[config.mk]
export PLATFORM = sky130hd
export DESIGN_NAME = multi_edge_detector
export DESIGN_NICKNAME = d
export VERILOG_FILES = /design/src/rtl/multi_edge_detector.sv
export SDC_FILE = /design/constraint.sdc
export NUM_CORES = 1
export LEC_CHECK = 0
export ABC_AREA = 1
export CORE_UTILIZATION = 40
export DETAILED_ROUTE_END_ITERATION = 7
export PLACE_DENSITY = 0.65
export SLEW_MARGIN = 20
export SYNTH_ARGS = -nofsm -noshare
export SYNTH_HDL_FRONTEND = slang
export SYNTH_SLANG_ARGS = --single-unit
[constraint.sdc]
create_clock -name clk -period 1.8 [get_ports clk]
set_input_delay 0.45 -clock clk [delete_from_list [all_inputs] [get_ports clk]]
set_output_delay 0.45 -clock clk [all_outputs]
set_load 0.01 [all_outputs]
[src/rtl/multi_edge_detector.sv]
// Per-channel edge detector: input synchronizer, edge pulse and saturating event counter.
// Define MULTI_EDGE_DEBOUNCE_EN to insert a DB_CYCLES stability filter between synchronizer and detector.
`timescale 1ns/1ps
module multi_edge_detector #(
  parameter int N_CH        = 4,
  parameter int SYNC_STAGES = 2,
  parameter int DB_CYCLES   = 4,
  parameter int CNT_W       = 8
) (
  input  logic                   clk,
  input  logic                   reset,
  input  logic [N_CH-1:0]        L,
  input  logic [2*N_CH-1:0]      mode,
  input  logic                   clr_cnt,
  output logic [N_CH-1:0]        P,
  output logic                   any_P,
  output logic [N_CH*CNT_W-1:0]  cnt
);

  localparam logic [CNT_W-1:0] CNT_MAX = {CNT_W{1'b1}};

  if (N_CH < 1 || N_CH > 32 || SYNC_STAGES < 2 || SYNC_STAGES > 4 ||
      DB_CYCLES < 2 || DB_CYCLES > 255 || CNT_W < 1 || CNT_W > 16) begin : g_param_check
    $error("multi_edge_detector: parameter out of range");
  end

  logic [N_CH-1:0]  sync_r [SYNC_STAGES];
  logic [N_CH-1:0]  s;
  logic [N_CH-1:0]  det;
  logic [N_CH-1:0]  d_r;
  logic [N_CH-1:0]  p_next;
  logic [N_CH-1:0]  p_r;
  logic             any_r;
  logic [CNT_W-1:0] cnt_r [N_CH];

  // Synchronizer chain for the asynchronous level inputs.
  always_ff @(posedge clk or negedge reset) begin
    if (!reset) begin
      for (int k = 0; k < SYNC_STAGES; k++) begin
        sync_r[k] <= '0;
      end
    end else begin
      sync_r[0] <= L;
      for (int k = 1; k < SYNC_STAGES; k++) begin
        sync_r[k] <= sync_r[k-1];
      end
    end
  end

  assign s = sync_r[SYNC_STAGES-1];

`ifdef MULTI_EDGE_DEBOUNCE_EN
  logic [N_CH-1:0] f_r;
  logic [7:0]      db_cnt_r [N_CH];

  // Filter follows s only after it has disagreed for DB_CYCLES consecutive edges.
  always_ff @(posedge clk or negedge reset) begin
    if (!reset) begin
      f_r <= '0;
      for (int i = 0; i < N_CH; i++) begin
        db_cnt_r[i] <= 8'd0;
      end
    end else begin
      for (int i = 0; i < N_CH; i++) begin
        if (s[i] == f_r[i]) begin
          db_cnt_r[i] <= 8'd0;
        end else if (db_cnt_r[i] == 8'(DB_CYCLES - 1)) begin
          f_r[i]      <= s[i];
          db_cnt_r[i] <= 8'd0;
        end else begin
          db_cnt_r[i] <= db_cnt_r[i] + 8'd1;
        end
      end
    end
  end

  assign det = f_r;
`else
  assign det = s;
`endif

  // Rise/fall event decode gated by each channel's two mode bits.
  always_comb begin
    p_next = '0;
    for (int i = 0; i < N_CH; i++) begin
      p_next[i] = (mode[2*i]   &  det[i] & ~d_r[i]) |
                  (mode[2*i+1] & ~det[i] &  d_r[i]);
    end
  end

  // Previous-value register tracks det every cycle so mode changes never see stale history.
  always_ff @(posedge clk or negedge reset) begin
    if (!reset) begin
      d_r   <= '0;
      p_r   <= '0;
      any_r <= 1'b0;
    end else begin
      d_r   <= det;
      p_r   <= p_next;
      any_r <= |p_next;
    end
  end

  // Saturating event counters; clear has priority over a coincident pulse.
  always_ff @(posedge clk or negedge reset) begin
    if (!reset) begin
      for (int i = 0; i < N_CH; i++) begin
        cnt_r[i] <= '0;
      end
    end else if (clr_cnt) begin
      for (int i = 0; i < N_CH; i++) begin
        cnt_r[i] <= '0;
      end
    end else begin
      for (int i = 0; i < N_CH; i++) begin
        if (p_r[i] && (cnt_r[i] != CNT_MAX)) begin
          cnt_r[i] <= cnt_r[i] + CNT_W'(1);
        end
      end
    end
  end

  for (genvar g = 0; g < N_CH; g++) begin : g_cnt_out
    assign cnt[g*CNT_W +: CNT_W] = cnt_r[g];
  end

  assign P     = p_r;
  assign any_P = any_r;

endmodule

# Word-level counts from Yosys, hierarchy flattened

Index checks and enable logic that the tools add are counted.

Register bits after elaboration: 49
Input port bits: 15
Output and inout bits: 37
Word-level logic and storage cells: 59

$add $sub $neg: 4
Equal/unequal tests: 4
Multiplexer cells: 5
Bitwise gates (word level): 28
Reductions and logical operators: 9

Operator list:

| kind                | count |
|---|---|
| $add 8x1->8 const B | 4 |
| $mux 32             | 1 |
| $mux 8              | 4 |
| $ne 8x8->1 const B  | 4 |
| $and 1x1->1         | 16 |
| $not 1->1           | 8 |
| $reduce_bool 2->1   | 4 |
| $logic_and 1x1->1   | 4 |
| $or 1x1->1          | 4 |
| $reduce_or 4->1     | 1 |

# Depth between registers and ports, before layout

Depth after elaboration: 5
Gate-level depth with buffers: 8
Gate-level depth less buffers: 8

# Worst setup path after synthesis

Ideal clock, no wire load.

Path type: flip-flop to flip-flop
Start: register cnt_r, in the netlist cnt[24]
End: register cnt_r, in the netlist cnt[31]
Library setup time: 118 ps
Data arrival time: 1212 ps
Data required time: 1682 ps
Setup slack: 470 ps
Cell stages (with the launch flop): 8
Buffers on the path: 0
Clock period less this slack: 1330 ps
Cell sequence: dfrtp_1 > ha_1 > nand2_2 > nor2_4 > a21oi_4 > nor2_4 > nand2_1 > nand2_1

Word-level cells in the longest chain between the ends: 3
Elaborated cells on any way between the ends: 6
Those cells by class: 1 x add/sub; 1 x eq/ne; 2 x mux; 2 x reduce/logical

RTL lines:

| what                                                | RTL line | text |
|---|---|---|
| from (decl)                                         | 34       | `logic [CNT_W-1:0] cnt_r [N_CH];` |
| from (signal, indexed assignment)                   | 117      | `cnt_r[i] <= cnt_r[i] + CNT_W'(1);` |
| $add 8x1->8 / $ne 8x8->1 (equally long branches)    | 117, 116 |  |
| $mux 8 / $logic_and 1x1->1 (equally long branches)  | 116      | `if (p_r[i] && (cnt_r[i] != CNT_MAX)) begin` |
| $mux 32 / $reduce_bool 2->1 (equally long branches) | -        |  |

Parallel ways exist; a longest one is shown, timed or not. The select of a mux whose other input is x is not followed.
A chain may end at the register's enable or synchronous reset.

# Worst setup path in the final report

Start: register cnt_r, in the netlist cnt[29]
End: output cnt[29]

RTL lines:

| what      | RTL line | text |
|---|---|---|
| to (decl) | 17       | `output logic [N_CH*CNT_W-1:0] cnt` |

No word-level cell between the ends.

==> metrics <==
outcome finished, final reports clean; worst setup path startpoint cnt[29]; Syn Nets between 300 and 400; slowest stage delay, CP ~570 ps; max-slew headroom at the worst pin a little over two thirds; number of endpoints failing setup at the final stage 0; flip-flop and latch count after synthesis a little under 50; CTS tree yes; kind of cell adding the most delay to the critical path buffers and inverters; Final period util a little over nine tenths; area of the die 6430 um2; Chip Height 80.2 um; routability congestion estimate from global placement between 0.8 and 0.9; Mapped Cells approximately 300; path class of the lowest-slack min-delay path input port to async pin; grt ovf 0; worst path arrival time 1300 ps; setup repair after global routing missed its margin no; largest vdd supply drop about 360 uV; starting density of the core 41.3%; warnings from Yosys 0; Core Box Area just under 6000 um2; Max FO, Critical Path 5; fraction of final layout cells with drive strength greater than 1 ~15%; Unique masters post-synth 25; critical path class flop to output pin; quantity of hold-fixing buffers added after cts 0; leading post-synthesis cells by cell area sky130_fd_sc_hd__dfrtp_1, sky130_fd_sc_hd__nand2_1, sky130_fd_sc_hd__nand3_1, sky130_fd_sc_hd__inv_1, sky130_fd_sc_hd__nor2_1; H-tree depth 2; Worst Tran Pin Value 453 ps; Detail Route Antenna Nets 0; cell breakdown of the critical path clkdlybuf4s50_1; maximum clock rate around 570 MHz; type of destination of the critical path output pin; initial antenna violation count 0; Area growth, synth to finish 31.9%; vias in the first global route around 2000; CP Buf/Inv Count 1; Leak 1.64 nW; final design utilization around 54%; IO buf count between 50 and 60; DRC violation count after routing 0; Diodes inserted 0; clk_skew roughly 5.7 ps; via count of the routed design 2140; nature of the critical path startpoint flop; worst-skew pair later-pin latency around 300 ps; root buffer selected by CTS sky130_fd_sc_hd__clkbuf_8; Critical R2R Capture cnt[31]; post-route setup TNS 0 ps; std cell rows 28; maximum number of pins on one net before global-route repair 21; wire length after detailed routing 5110 um; standard cell with the maximum stage delay on the critical path sky130_fd_sc_hd__clkdlybuf4s50_1; DR pass1 iterations 4; number of maximum-capacitance constraint violations 0; biggest area consumer among synthesized cells sky130_fd_sc_hd__dfrtp_1; setup slack on the worst flop-to-flop path ~320 ps; power per cell area ~670 nW/um2; wire length of the first global-routing pass roughly 8900 um; depth of the worst register-to-register path 7; HPWL Detailed 3830 um; mean post-synth cell area between 8 and 9 um2; via/cell ratio 4.90; Clock Tree Buf Depth 2; Overall Power ~2.2 mW; clock-pin slew reported for the worst setup and hold paths after clock tree synthesis 90 ps; Synth top area share between 50% and 60%; routed len/inst roughly 12 um; fin nets 380; area of the mapped netlist between 2000 and 2500 um2; capturing instance or port of the critical path cnt[29]; Sink Count 49; Final Critical Period about 1800 ps; total routing usage reported by global routing about 18%; # IOs 52; Chip Width approximately 80 um; number of buffers created by CTS 5; required time at the worst-slack endpoint approximately 1400 ps; fraction of the yosys area taken by sequential cells around half; critical path depth 1; Detailed Route Iter0 Violations between 100 and 150; Final Hold Fails 0; reg-to-reg startpoint cnt[24]; fin. max-slew vios 0
## power by group
group          leakage (nW)  internal (mW)  switching [mW]
registers             0.625           1.14          0.0312
logic                 0.958         0.0967           0.111
clock network        0.0543          0.416           0.378
## routing by layer
layer / up-vias / GRT usage, % / wire length (um)
met5: - / 0 / 0
met4: 0 / 7.50 / 102
met3: 12 / 3.52 / 198
met2: 56 / 29.5 / 2370
met1: 1003 / 22.7 / 2440
li1: 1069 / - / -
## cells in the mapped netlist
cell type                  count
sky130_fd_sc_hd__nand4_1       3
sky130_fd_sc_hd__inv_2         5
sky130_fd_sc_hd__ha_1          4
sky130_fd_sc_hd__inv_1        29
sky130_fd_sc_hd__xor2_1        9
sky130_fd_sc_hd__a21oi_4       1
sky130_fd_sc_hd__o21ai_0       5
sky130_fd_sc_hd__nor2_1       24
sky130_fd_sc_hd__nor2_2        6
sky130_fd_sc_hd__buf_2         1
sky130_fd_sc_hd__nand2_1      92
sky130_fd_sc_hd__nand3b_1      5
sky130_fd_sc_hd__nand2_4       3
sky130_fd_sc_hd__nor3_1        2
sky130_fd_sc_hd__nand2_2       2
sky130_fd_sc_hd__dfrtp_1      49
sky130_fd_sc_hd__nand3_1      45
sky130_fd_sc_hd__o21ai_1       1
sky130_fd_sc_hd__clkbuf_1      2
sky130_fd_sc_hd__buf_6         1
sky130_fd_sc_hd__nand3_2       1
sky130_fd_sc_hd__nor2_4        3
sky130_fd_sc_hd__a21oi_1       1
sky130_fd_sc_hd__o21bai_1      2
sky130_fd_sc_hd__a21oi_2       2
## per-stage QoR
stage	hold slack [ps]	cell area, um2	setup slack [ps]	instances
CTS	93.9	3190	4.79	435
floorplan	154	2440	470	298
detailed placement	341	3070	220	427
global route	105	3230	3.53	437
finish	88.3	3230	46.9	437
global placement	332	3070	243	427
## area by class of cell
type | instances | area (um2)
fillers | 539 | 2700
inverters | 34 | 128
clock inverters | 3 | 46.3
flip-flops and latches | 49 | 1240
repair buffers | 60 | 578
multi-input cells | 211 | 1070
well taps | 75 | 93.8
clock buffers | 5 | 68.8
## worst min-delay path by stage
stage	startpoint	to	slack, ps	cells after the start
floorplan	reset	P[0]	150	0
global placement	sync_r[5]	det[1]	330	0
detailed placement	sync_r[7]	det[3]	340	0
CTS	reset	cnt[25]	90	1
global route	reset	cnt[25]	110	1
finish	reset	cnt[19]	90	1
## state kept, by name (all words and copies together) (netlist names)
register and cells:
P 4, any_P 1, sync_r 4, d_r 4, det 4, cnt 32
## cell usage in the layout, fill, tap and decap left out, types with 2 or more instances in the layout
cell type                         netlist  layout
sky130_fd_sc_hd__nand2_1               92      92
sky130_fd_sc_hd__clkdlybuf4s50_1        0      48
sky130_fd_sc_hd__nand3_1               45      45
sky130_fd_sc_hd__dfrtp_1               49      35
sky130_fd_sc_hd__inv_1                 29      29
sky130_fd_sc_hd__nor2_1                24      24
sky130_fd_sc_hd__dfrtp_2                0      14
sky130_fd_sc_hd__xor2_1                 9       9
sky130_fd_sc_hd__buf_4                  0       9
sky130_fd_sc_hd__nor2_2                 6       6
sky130_fd_sc_hd__nand3b_1               5       5
sky130_fd_sc_hd__o21ai_0                5       5
sky130_fd_sc_hd__inv_2                  5       5
sky130_fd_sc_hd__clkbuf_8               0       5
sky130_fd_sc_hd__ha_1                   4       4
sky130_fd_sc_hd__nand2_4                3       3
sky130_fd_sc_hd__nand4_1                3       3
sky130_fd_sc_hd__nor2_4                 3       3
sky130_fd_sc_hd__a21oi_2                2       2
sky130_fd_sc_hd__nand2_2                2       2
sky130_fd_sc_hd__o21bai_1               2       2
sky130_fd_sc_hd__nor3_1                 2       2
sky130_fd_sc_hd__dlymetal6s2s_1         0       2
## repair_timing
action,4_1_cts,5_1_grt
setup endpoints to repair,5,13
pin swaps,0,0
gates resized for setup,5,11
setup buffers,0,2
gates cloned,0,0
## cell families (layout without fill, tap and decap cells)
logic type	Yosys count	count (layout)	share of synthesized area (%)
AOI/OAI and AO/OA	12	12	3.43
xor gates and xnor gates	9	9	3.22
adders and majority gates	4	4	2.05
buffers and inverters	38	102	6.19
DFF	49	49	50.2
and+or+nand+nor	186	186	35.0
Note: power is estimated with default switching activity, not from simulation.
